## config.mk

```make
export PLATFORM = sky130hd
export DESIGN_NAME = timestamp_capture
export DESIGN_NICKNAME = d
export VERILOG_FILES = /design/src/rtl/timer_pkg.sv /design/src/rtl/sync_fifo.sv /design/src/rtl/timestamp_capture.sv
export SDC_FILE = /design/constraint.sdc
export NUM_CORES = 1
export LEC_CHECK = 0
export ABC_CLOCK_PERIOD_IN_PS = 4750
export BUFFER_PORTS_ARGS = -buffer_cell sky130_fd_sc_hd__buf_2
export CORE_MARGIN = 3
export CORE_UTILIZATION = 33
export DETAILED_ROUTE_END_ITERATION = 10
export GPL_ROUTABILITY_DRIVEN = 0
export PLACE_DENSITY_LB_ADDON = 0.2
export SYNTH_ARGS = -nofsm -noshare
export SYNTH_HDL_FRONTEND = slang
export SYNTH_SLANG_ARGS = --single-unit
export TNS_END_PERCENT = 10
```

## constraint.sdc

```tcl
create_clock -name clock -period 4.75 [get_ports clock]
set_clock_uncertainty 0.15 [all_clocks]
set_input_delay 0.7125 -clock clock [delete_from_list [all_inputs] [get_ports clock]]
set_output_delay 0.7125 -clock clock [all_outputs]
set_load 0.01 [all_outputs]
```

## src/rtl/timer_pkg.sv

```systemverilog
// Shared definitions for the timer block family: counter width and the
// drop-counter limits used by the timestamp capture logic.
package timer_pkg;

   localparam int TS_WIDTH       = 32;
   localparam int DROP_CNT_WIDTH = 8;
   localparam logic [DROP_CNT_WIDTH-1:0] DROP_CNT_MAX = 8'd255;

   // Increment that sticks at DROP_CNT_MAX instead of wrapping to zero.
   function automatic logic [DROP_CNT_WIDTH-1:0] sat_inc(input logic [DROP_CNT_WIDTH-1:0] v);
      return (v == DROP_CNT_MAX) ? v : v + 1'b1;
   endfunction

endpackage

```

## src/rtl/sync_fifo.sv

```systemverilog
// Small first-word fall-through FIFO with synchronous reset.
// Full/empty come from the occupancy count so the pointers can wrap freely.
// A push while full is only accepted when a pop frees a slot the same cycle.
module sync_fifo
   import timer_pkg::*;
#(
   parameter int WIDTH = TS_WIDTH,
   parameter int DEPTH = 4
) (
   input  logic                     clock,
   input  logic                     reset,
   input  logic                     push,
   input  logic [WIDTH-1:0]         push_data,
   input  logic                     pop,
   output logic                     empty,
   output logic                     full,
   output logic [$clog2(DEPTH):0]   level,
   output logic [WIDTH-1:0]         head_data
);

   localparam int PTR_W = $clog2(DEPTH);
   localparam logic [PTR_W:0] FULL_LEVEL = (PTR_W+1)'(DEPTH);

   logic [WIDTH-1:0] mem [DEPTH];
   logic [PTR_W-1:0] wr_ptr;
   logic [PTR_W-1:0] rd_ptr;
   logic             do_push;
   logic             do_pop;

   // Qualify requests: never pop an empty FIFO, never overwrite a full one.
   always_comb begin
      empty     = (level == '0);
      full      = (level == FULL_LEVEL);
      do_pop    = pop & ~empty;
      do_push   = push & (~full | do_pop);
      head_data = empty ? '0 : mem[rd_ptr];
   end

   // Storage array; contents are don't-care while empty, so no reset.
   always_ff @(posedge clock) begin
      if (do_push) begin
         mem[wr_ptr] <= push_data;
      end
   end

   // Pointer and occupancy bookkeeping.
   always_ff @(posedge clock) begin
      if (reset) begin
         wr_ptr <= '0;
         rd_ptr <= '0;
         level  <= '0;
      end else begin
         if (do_push) begin
            wr_ptr <= wr_ptr + 1'b1;
         end
         if (do_pop) begin
            rd_ptr <= rd_ptr + 1'b1;
         end
         case ({do_push, do_pop})
            2'b10:   level <= level + 1'b1;
            2'b01:   level <= level - 1'b1;
            default: level <= level;
         endcase
      end
   end

endmodule

```

## src/rtl/timestamp_capture.sv

```systemverilog
// Captures the upstream free-running count on each rising edge of an
// asynchronous event line and queues the values in a small FIFO.
// Events arriving while the FIFO is full are dropped and tallied.
module timestamp_capture
   import timer_pkg::*;
#(
   parameter int WIDTH       = TS_WIDTH,
   parameter int DEPTH       = 4,
   parameter int SYNC_STAGES = 2
) (
   input  logic                       clock,
   input  logic                       reset,
   input  logic [WIDTH-1:0]           count_in,
   input  logic                       event_in,
   input  logic                       clear_ovf,
   output logic                       ts_valid,
   input  logic                       ts_ready,
   output logic [WIDTH-1:0]           ts_data,
   output logic                       ts_ovf,
   output logic [DROP_CNT_WIDTH-1:0]  drop_cnt,
   output logic [$clog2(DEPTH):0]     level
);

   logic [SYNC_STAGES-1:0] sync_q;
   logic                   prev;
   logic                   ev;
   logic                   pop;
   logic                   drop;
   logic                   fifo_empty;
   logic                   fifo_full;

   // Metastability chain for event_in plus one flop of edge history.
   // Clearing prev on reset means a line already high at release still
   // produces exactly one capture once it reaches the end of the chain.
   always_ff @(posedge clock) begin
      if (reset) begin
         sync_q <= '0;
         prev   <= 1'b0;
      end else begin
         sync_q <= {sync_q[SYNC_STAGES-2:0], event_in};
         prev   <= sync_q[SYNC_STAGES-1];
      end
   end

   // Rising-edge pulse, handshake, and drop decision. A full FIFO still
   // takes the new entry if the consumer frees a slot on the same edge.
   always_comb begin
      ev       = sync_q[SYNC_STAGES-1] & ~prev;
      ts_valid = ~fifo_empty;
      pop      = ts_valid & ts_ready;
      drop     = ev & fifo_full & ~pop;
   end

   sync_fifo #(
      .WIDTH (WIDTH),
      .DEPTH (DEPTH)
   ) u_fifo (
      .clock     (clock),
      .reset     (reset),
      .push      (ev),
      .push_data (count_in),
      .pop       (pop),
      .empty     (fifo_empty),
      .full      (fifo_full),
      .level     (level),
      .head_data (ts_data)
   );

   // Sticky overflow flag and saturating drop tally. A drop on the same
   // edge as a clear wins, leaving the tally at one.
   always_ff @(posedge clock) begin
      if (reset) begin
         ts_ovf   <= 1'b0;
         drop_cnt <= '0;
      end else if (drop) begin
         ts_ovf   <= 1'b1;
         drop_cnt <= clear_ovf ? DROP_CNT_WIDTH'(1) : sat_inc(drop_cnt);
      end else if (clear_ovf) begin
         ts_ovf   <= 1'b0;
         drop_cnt <= '0;
      end
   end

endmodule

```

==> flow_metrics.py, run 1 <==
metrics = {
    "yosys": {
        "synth_fp_nets": 356,
        "synth_ff_type": "edfxtp_1",
        "yosysTopAreaCellShare_pct": 66.3,
        "yosys.area.top_type": "edfxtp_1",
        "avgSynthCellArea_um2": 18.6,
        "ys_seq_elements": 149,
        "synth_edf_count": 128,
        "ys_async_sr_fraction_pct": 0,
        "yosys_warnings": 0,
        "synth_area_um2": 5800,
        "yosysUniqueCellTypes": 32,
        "yosysMostFrequentCell": "edfxtp_1",
        "yosys-top-cells-count": "edfxtp_1, and2_1, mux4_2",
        "seq_area_frac_synth_pct": 73.6,
        "synth_cells": 312,
        "yosys-top-cells-area": "edfxtp_1, mux4_2, dfxtp_1",
    },
    "clock_network": {
        "cts_num_sinks": 149,
        "clk_pin_slew_ns": 0.06,
        "cts_setup_buffers": 0,
        "htreeDepth": 4,
        "cts-resized-gates": 0,
        "cts_hold_buf": 0,
        "insertion_delay_ns": 0.41,
        "numCtsBuffers": 17,
        "cts_tree": "built",
        "root_buffer": "clkbuf_16",
        "cts_buffer_depth": 2,
    },
    "floorplanning": {
        "die_h_um": 139,
        "rows": 47,
        "fp.dieArea_um2": 19200,
        "core_area_um2": 16900,
        "ios": 82,
        "start_util_pct": 34.3,
        "die_x_um": 139,
    },
    "route": {
        "drc": 0,
        "dr_wl_met3_um": 673,
        "highest_layer": "met5",
        "drtAntennaViolNets": 0,
        "viasPerCell": 4.67,
        "met2_length_um": 5620,
        "vias": 2950,
        "wirelength_um": 11000,
        "drt_iter0_drc": 140,
        "wl_met1_um": 4520,
        "wl_per_cell_um": 17.4,
        "first_pass_iters": 4,
    },
    "finish": {
        "fillers": 1531,
        "antennaDiodeCount": 0,
        "finalCoreUtilization_pct": 41.9,
        "syn2layout_area_growth_pct": 22.1,
        "stdcell_count": 632,
        "final_net_count": 443,
        "drive_above_1_share_pct": 37.4,
        "ff_latch_area_um2": 4270,
        "multi_input_area_um2": 1450,
    },
    "grt": {
        "grt_use_total_pct": 12.0,
        "first_global_vias": 3300,
        "overflow": 0,
        "grt_max_degree": 33,
        "grt_pass1_wl_um": 17600,
        "grt_antenna_before_repair": 3,
    },
    "pwr": {
        "p_leak_nw": 2.45,
        "ir_worst_vdd_v": 0.000265,
        "p_sw_share_pct": 23.6,
        "clockPowerShare_pct": 41.2,
        "pwr_density_cell_nw_per_um2": 490,
        "power.switching_mw": 0.819,
        "pwr-share-comb_pct": 15.4,
        "seqPwrFrac_pct": 43.4,
        "cell_internal_pwr_mw": 2.65,
    },
    "critical_path": {
        "rrSetupSlack_ns": 1.99,
        "cp-end-kind": "primary output",
        "reg2reg_depth": 8,
        "crit_end": "ts_data[18]",
        "worstPathArrival_ns": 2.48,
        "required_ns": 3.89,
        "path_class": "flip-flop to primary output",
        "critPathMaxFanout": 20,
        "worstReg2RegEnd": "u_fifo.level[2]$_SDFFE_PP0P_",
        "reg2reg_from": "u_fifo.level[0]$_SDFFE_PP0P_",
        "worstSetupStartpointType": "flip-flop",
    },
    "place": {
        "pre_cts_ws_ns": 1.73,
        "portBuffers": 81,
        "place_hpwl_um": 6610,
        "placed_cells_incl_taps": 600,
    },
    "timing": {
        "fmax_ghz": 0.299,
        "rsz0062_at_grt": "no",
        "setup_tns_ns": 0,
        "setup_viol": 0,
        "period_share_pct": 70.4,
        "final_max_slew_viol_count": 0,
        "whs_ns": 0.296,
        "fin_crit_ns": 3.35,
        "worst_slew_pin_slew_ns": 0.925,
        "slew_headroom_pct": 38.3,
        "hold_viol": 0,
        "fin_ws_ns": 1.40,
    },
    "flow_run": {
        "maxCapViolCount": 0,
    },
    "run_status": {
        "status": "finished clean",
    },
    "min_path": {
        "hp-class": "flip-flop to flip-flop",
    },
}
## cells in the final DEF (no fill, tap or decap), types with 2 or more instances in the layout
master | Yosys | final
nand2b_1 | 2 | 2
ha_1 | 6 | 6
nand2_1 | 2 | 2
or3_1 | 7 | 7
buf_2 | 4 | 81
clkinv_4 | 0 | 2
clkinvlp_4 | 0 | 4
xnor2_1 | 2 | 2
bufinv_16 | 0 | 5
or2_2 | 2 | 2
o21ai_0 | 6 | 6
buf_4 | 0 | 2
and2_2 | 0 | 4
xor2_1 | 3 | 3
dfxtp_2 | 0 | 2
and2_1 | 37 | 33
clkbuf_1 | 10 | 2
a21oi_1 | 9 | 9
edfxtp_1 | 128 | 128
nor2b_1 | 4 | 4
inv_1 | 8 | 8
dfxtp_1 | 21 | 19
clkbuf_16 | 0 | 17
mux2i_1 | 2 | 2
nand3_1 | 5 | 5
nor2_1 | 10 | 10
mux4_2 | 32 | 32
## worst min-delay path by stage
stage                                    start              endpoint  slack (ns)  depth (start not counted)
after global placement    sync_q[0]$_SDFF_PP0_  sync_q[1]$_SDFF_PP0_        0.28                          1
after CTS                 sync_q[0]$_SDFF_PP0_  sync_q[1]$_SDFF_PP0_        0.30                          1
after detailed placement  sync_q[0]$_SDFF_PP0_  sync_q[1]$_SDFF_PP0_        0.29                          1
after global routing      sync_q[0]$_SDFF_PP0_  sync_q[1]$_SDFF_PP0_        0.32                          1
final                     sync_q[0]$_SDFF_PP0_  sync_q[1]$_SDFF_PP0_        0.30                          1
after floorplan           sync_q[0]$_SDFF_PP0_  sync_q[1]$_SDFF_PP0_        0.26                          1
## cells by family after synthesis
group	synth area share, %
buf+inv	1.58
mux	12.8
flops	73.6
fa+ha+maj	1.64
xor+xnor	0.756
simple gates	7.90
compound gates	1.77
## power groups by stage
stage          Clock [mW]  Combinational [mW]  Sequential [mW]
2_1_floorplan           0               0.374             1.49
3_3_place_gp            0               0.542             1.53
3_5_place_dp            0               0.550             1.53
4_1_cts              1.47               0.553             1.51
5_1_grt              1.52               0.591             1.51
6_report             1.43               0.533             1.50
## sequential cells by signal (all words and copies together) (netlist names), named ones only
signal,count
drop_cnt,8
u_fifo.wr_ptr,2
u_fifo.level,3
ts_ovf,1
prev,1
u_fifo.mem,128
sync_q,2
u_fifo.rd_ptr,2
## layer usage
layer | track usage [%] | vias up
met5 | 0 | -
met4 | 5.04 | 6
met3 | 4.83 | 18
met2 | 20.2 | 66
met1 | 13.7 | 1478
li1 | - | 1382
## stage by stage
step	instance area (um2)	power, mW
6_report	7080	3.47
3_5_place_dp	6440	2.08
3_3_place_gp	6440	2.08
5_1_grt	7080	3.62
2_1_floorplan	5800	1.86
4_1_cts	7080	3.53
## critical path, cell delays in order (launching register included)
cell and delay, ns:
dfxtp_2 0.83, buf_4 0.41, mux4_2 0.53, and2_1 0.17
buf_2 0.13
## cell type report
cell class / instances / area share, %
clock buffers: 19 / 6.12
well taps: 220 / 3.89
flip-flops and latches: 149 / 60.3
multi-input cells: 140 / 20.4
repair buffers: 83 / 5.94
clock inverters: 13 / 2.92
inverters: 8 / 0.424
(Power assumes the default switching activity.)
==> inputs of run 2 (changes only) <==
ABC_CLOCK_PERIOD_IN_PS = 3500   (was 4750)
clock period = 3.5 ns   (was 4.75 ns; I/O delays follow)
==> flow_metrics.py, run 2 (synthesized netlist as in run 1, its figures left out) <==
metrics = {
    "run_status": {
        "status": "finished clean",
    },
    "pwr": {
        "ir_worst_vdd_v": 0.000338,
        "cell_internal_pwr_mw": 3.32,
        "power.total_mw": 4.41,
        "pwr-share-comb_pct": 17.1,
        "pwr_density_cell_nw_per_um2": 627,
        "seqPwrFrac_pct": 45.8,
        "power.switching_mw": 1.09,
        "p_leak_nw": 2.46,
        "clockPowerShare_pct": 37.0,
        "p_sw_share_pct": 24.7,
    },
    "route": {
        "drtAntennaViolNets": 0,
        "drc": 0,
        "drt_iter0_drc": 159,
        "vias": 3026,
        "wl_per_cell_um": 17.5,
        "viasPerCell": 4.73,
        "wirelength_um": 11200,
        "first_pass_iters": 4,
    },
    "place": {
        "portBuffers": 81,
        "placed_area_um2": 6490,
        "placed_cells_incl_taps": 607,
        "place_hpwl_um": 6780,
    },
    "min_path": {
        "hold_depth": 2,
        "hold_start": "event_in",
        "worst_hold_path.endpoint": "sync_q[0]$_SDFF_PP0_",
        "hp-class": "input port to flip-flop",
    },
    "finish": {
        "syn2layout_area_growth_pct": 21.4,
        "finalInstanceArea_um2": 7030,
        "stdcell_count": 640,
        "multi_input_area_um2": 1450,
        "ff_latch_area_um2": 4270,
        "final_net_count": 450,
        "drive_above_1_share_pct": 37.9,
        "fillers": 1543,
        "regMostFlops": "u_fifo.mem",
        "largestRegisters": "u_fifo.mem: 128 flops, drop_cnt: 8 flops, u_fifo.level: 3 flops",
        "layout_commonest_cell": "edfxtp_1",
        "largest_reg_flops": 128,
        "final_cell_mix": "edfxtp_1, buf_2, and2_1",
    },
    "critical_path": {
        "critPathMaxFanout": 13,
        "reg2reg_from": "u_fifo.level[0]$_SDFFE_PP0P_",
        "worstReg2RegEnd": "u_fifo.level[2]$_SDFFE_PP0P_",
        "path_class": "flip-flop to primary output",
        "critPathTopFamily": "flip-flops",
        "required_ns": 2.82,
        "crit_chain": "buf_4, mux4_2, and2_1, buf_2",
        "rrSetupSlack_ns": 0.99,
        "worstPathArrival_ns": 2.29,
        "slowest_stage": "dfxtp_2",
        "reg2reg_depth": 9,
        "slowest_delay_ns": 0.62,
        "worstSetupStartpointType": "flip-flop",
        "cp.buffers_inverters": 2,
        "cp-end-kind": "primary output",
    },
    "timing": {
        "worst_slew_pin_slew_ns": 0.597,
        "fmax_ghz": 0.337,
        "whs_ns": 0.169,
        "slew_headroom_pct": 60.2,
        "setup_tns_ns": 0,
        "period_share_pct": 84.7,
        "hold_viol": 0,
        "rsz0062_at_grt": "no",
        "final_max_slew_viol_count": 0,
        "fin_crit_ns": 2.97,
        "setup_viol": 0,
    },
    "flow_run": {
        "maxCapViolCount": 0,
    },
    "floorplanning": {
        "start_util_pct": 34.3,
        "fp.dieArea_um2": 19200,
        "die_h_um": 139,
        "ios": 82,
        "core_area_um2": 16900,
        "die_x_um": 139,
        "rows": 47,
    },
    "clock_network": {
        "cts_hold_buf": 0,
        "cts_tree": "built",
        "htreeDepth": 4,
        "insertion_delay_ns": 0.41,
        "root_buffer": "clkbuf_16",
        "cts_setup_buffers": 0,
        "cts_num_sinks": 149,
        "cts_buffer_depth": 2,
        "cts-resized-gates": 0,
        "clk_pin_slew_ns": 0.05,
        "numCtsBuffers": 17,
    },
    "grt": {
        "grt_use_total_pct": 12.3,
        "grt_pass1_wl_um": 17900,
        "grt_max_degree": 35,
        "first_global_vias": 3275,
        "grt_antenna_before_repair": 1,
        "overflow": 0,
    },
}
## run 2: changes by cell type in the layout (fill, tap and decap cells not counted), sizes merged
cell | previous run | this run
buf | 83 | 90
clkbuf | 19 | 25
bufinv | 5 | 0
clkinvlp | 4 | 2
diode | 0 | 1
inv | 8 | 9
## run 2: power by group through the flow
stage	clock (mW)	combinational (mW)	sequential, mW
2_1_floorplan	0	0.507	2.02
3_3_place_gp	0	0.777	2.06
4_1_cts	1.69	0.784	2.02
6_report	1.63	0.755	2.02
3_5_place_dp	0	0.782	2.06
5_1_grt	1.76	0.838	2.03
## run 2: cell type report
type / instances / share of cell area [%]
Sequential cell: 149 / 60.7
Multi-Input combinational cell: 140 / 20.5
Clock buffer: 25 / 7.06
Timing Repair Buffer: 90 / 6.72
Tap cell: 220 / 3.91
Clock inverter: 7 / 0.640
Inverter: 8 / 0.427
Antenna cell: 1 / 0.0356
## run 2: worst register-to-register path, cell delays in order (launching register included)
cell and delay [ns]:
dfxtp_1 0.37, nor4b_4 0.36, and2b_1 0.29, inv_1 0.08
ha_1 0.17, inv_1 0.06, fa_1 0.37, xor2_1 0.15
or3_1 0.30, a21oi_1 0.14
## run 2: worst max path at each step
stage	end	slack, ns	startpoint	cells past startpoint
2_1_floorplan	u_fifo.level[2]$_SDFFE_PP0P_	0.95	ts_ready	10
3_3_place_gp	u_fifo.level[2]$_SDFFE_PP0P_	0.82	ts_ready	10
3_5_place_dp	u_fifo.level[2]$_SDFFE_PP0P_	0.77	ts_ready	10
4_1_cts	ts_data[23]	0.43	flip-flop	4
5_1_grt	ts_data[23]	0.34	flip-flop	4
6_report	ts_data[23]	0.53	flip-flop	4
## run 2: metrics by stage
step                setup WS, ns  utilization (%)
detailed placement         0.773             38.5
CTS                        0.428             41.7
floorplan                  0.952                -
finish                     0.534             41.7
global placement           0.824             38.5
global route               0.345             41.7
## run 2: per-layer routing
layer	vias up	track usage, %	wire, um
li1	1398	-	-
met1	1541	14.3	4600
met2	72	20.5	5710
met3	13	5.04	721
met4	2	4.68	125
met5	-	0	13
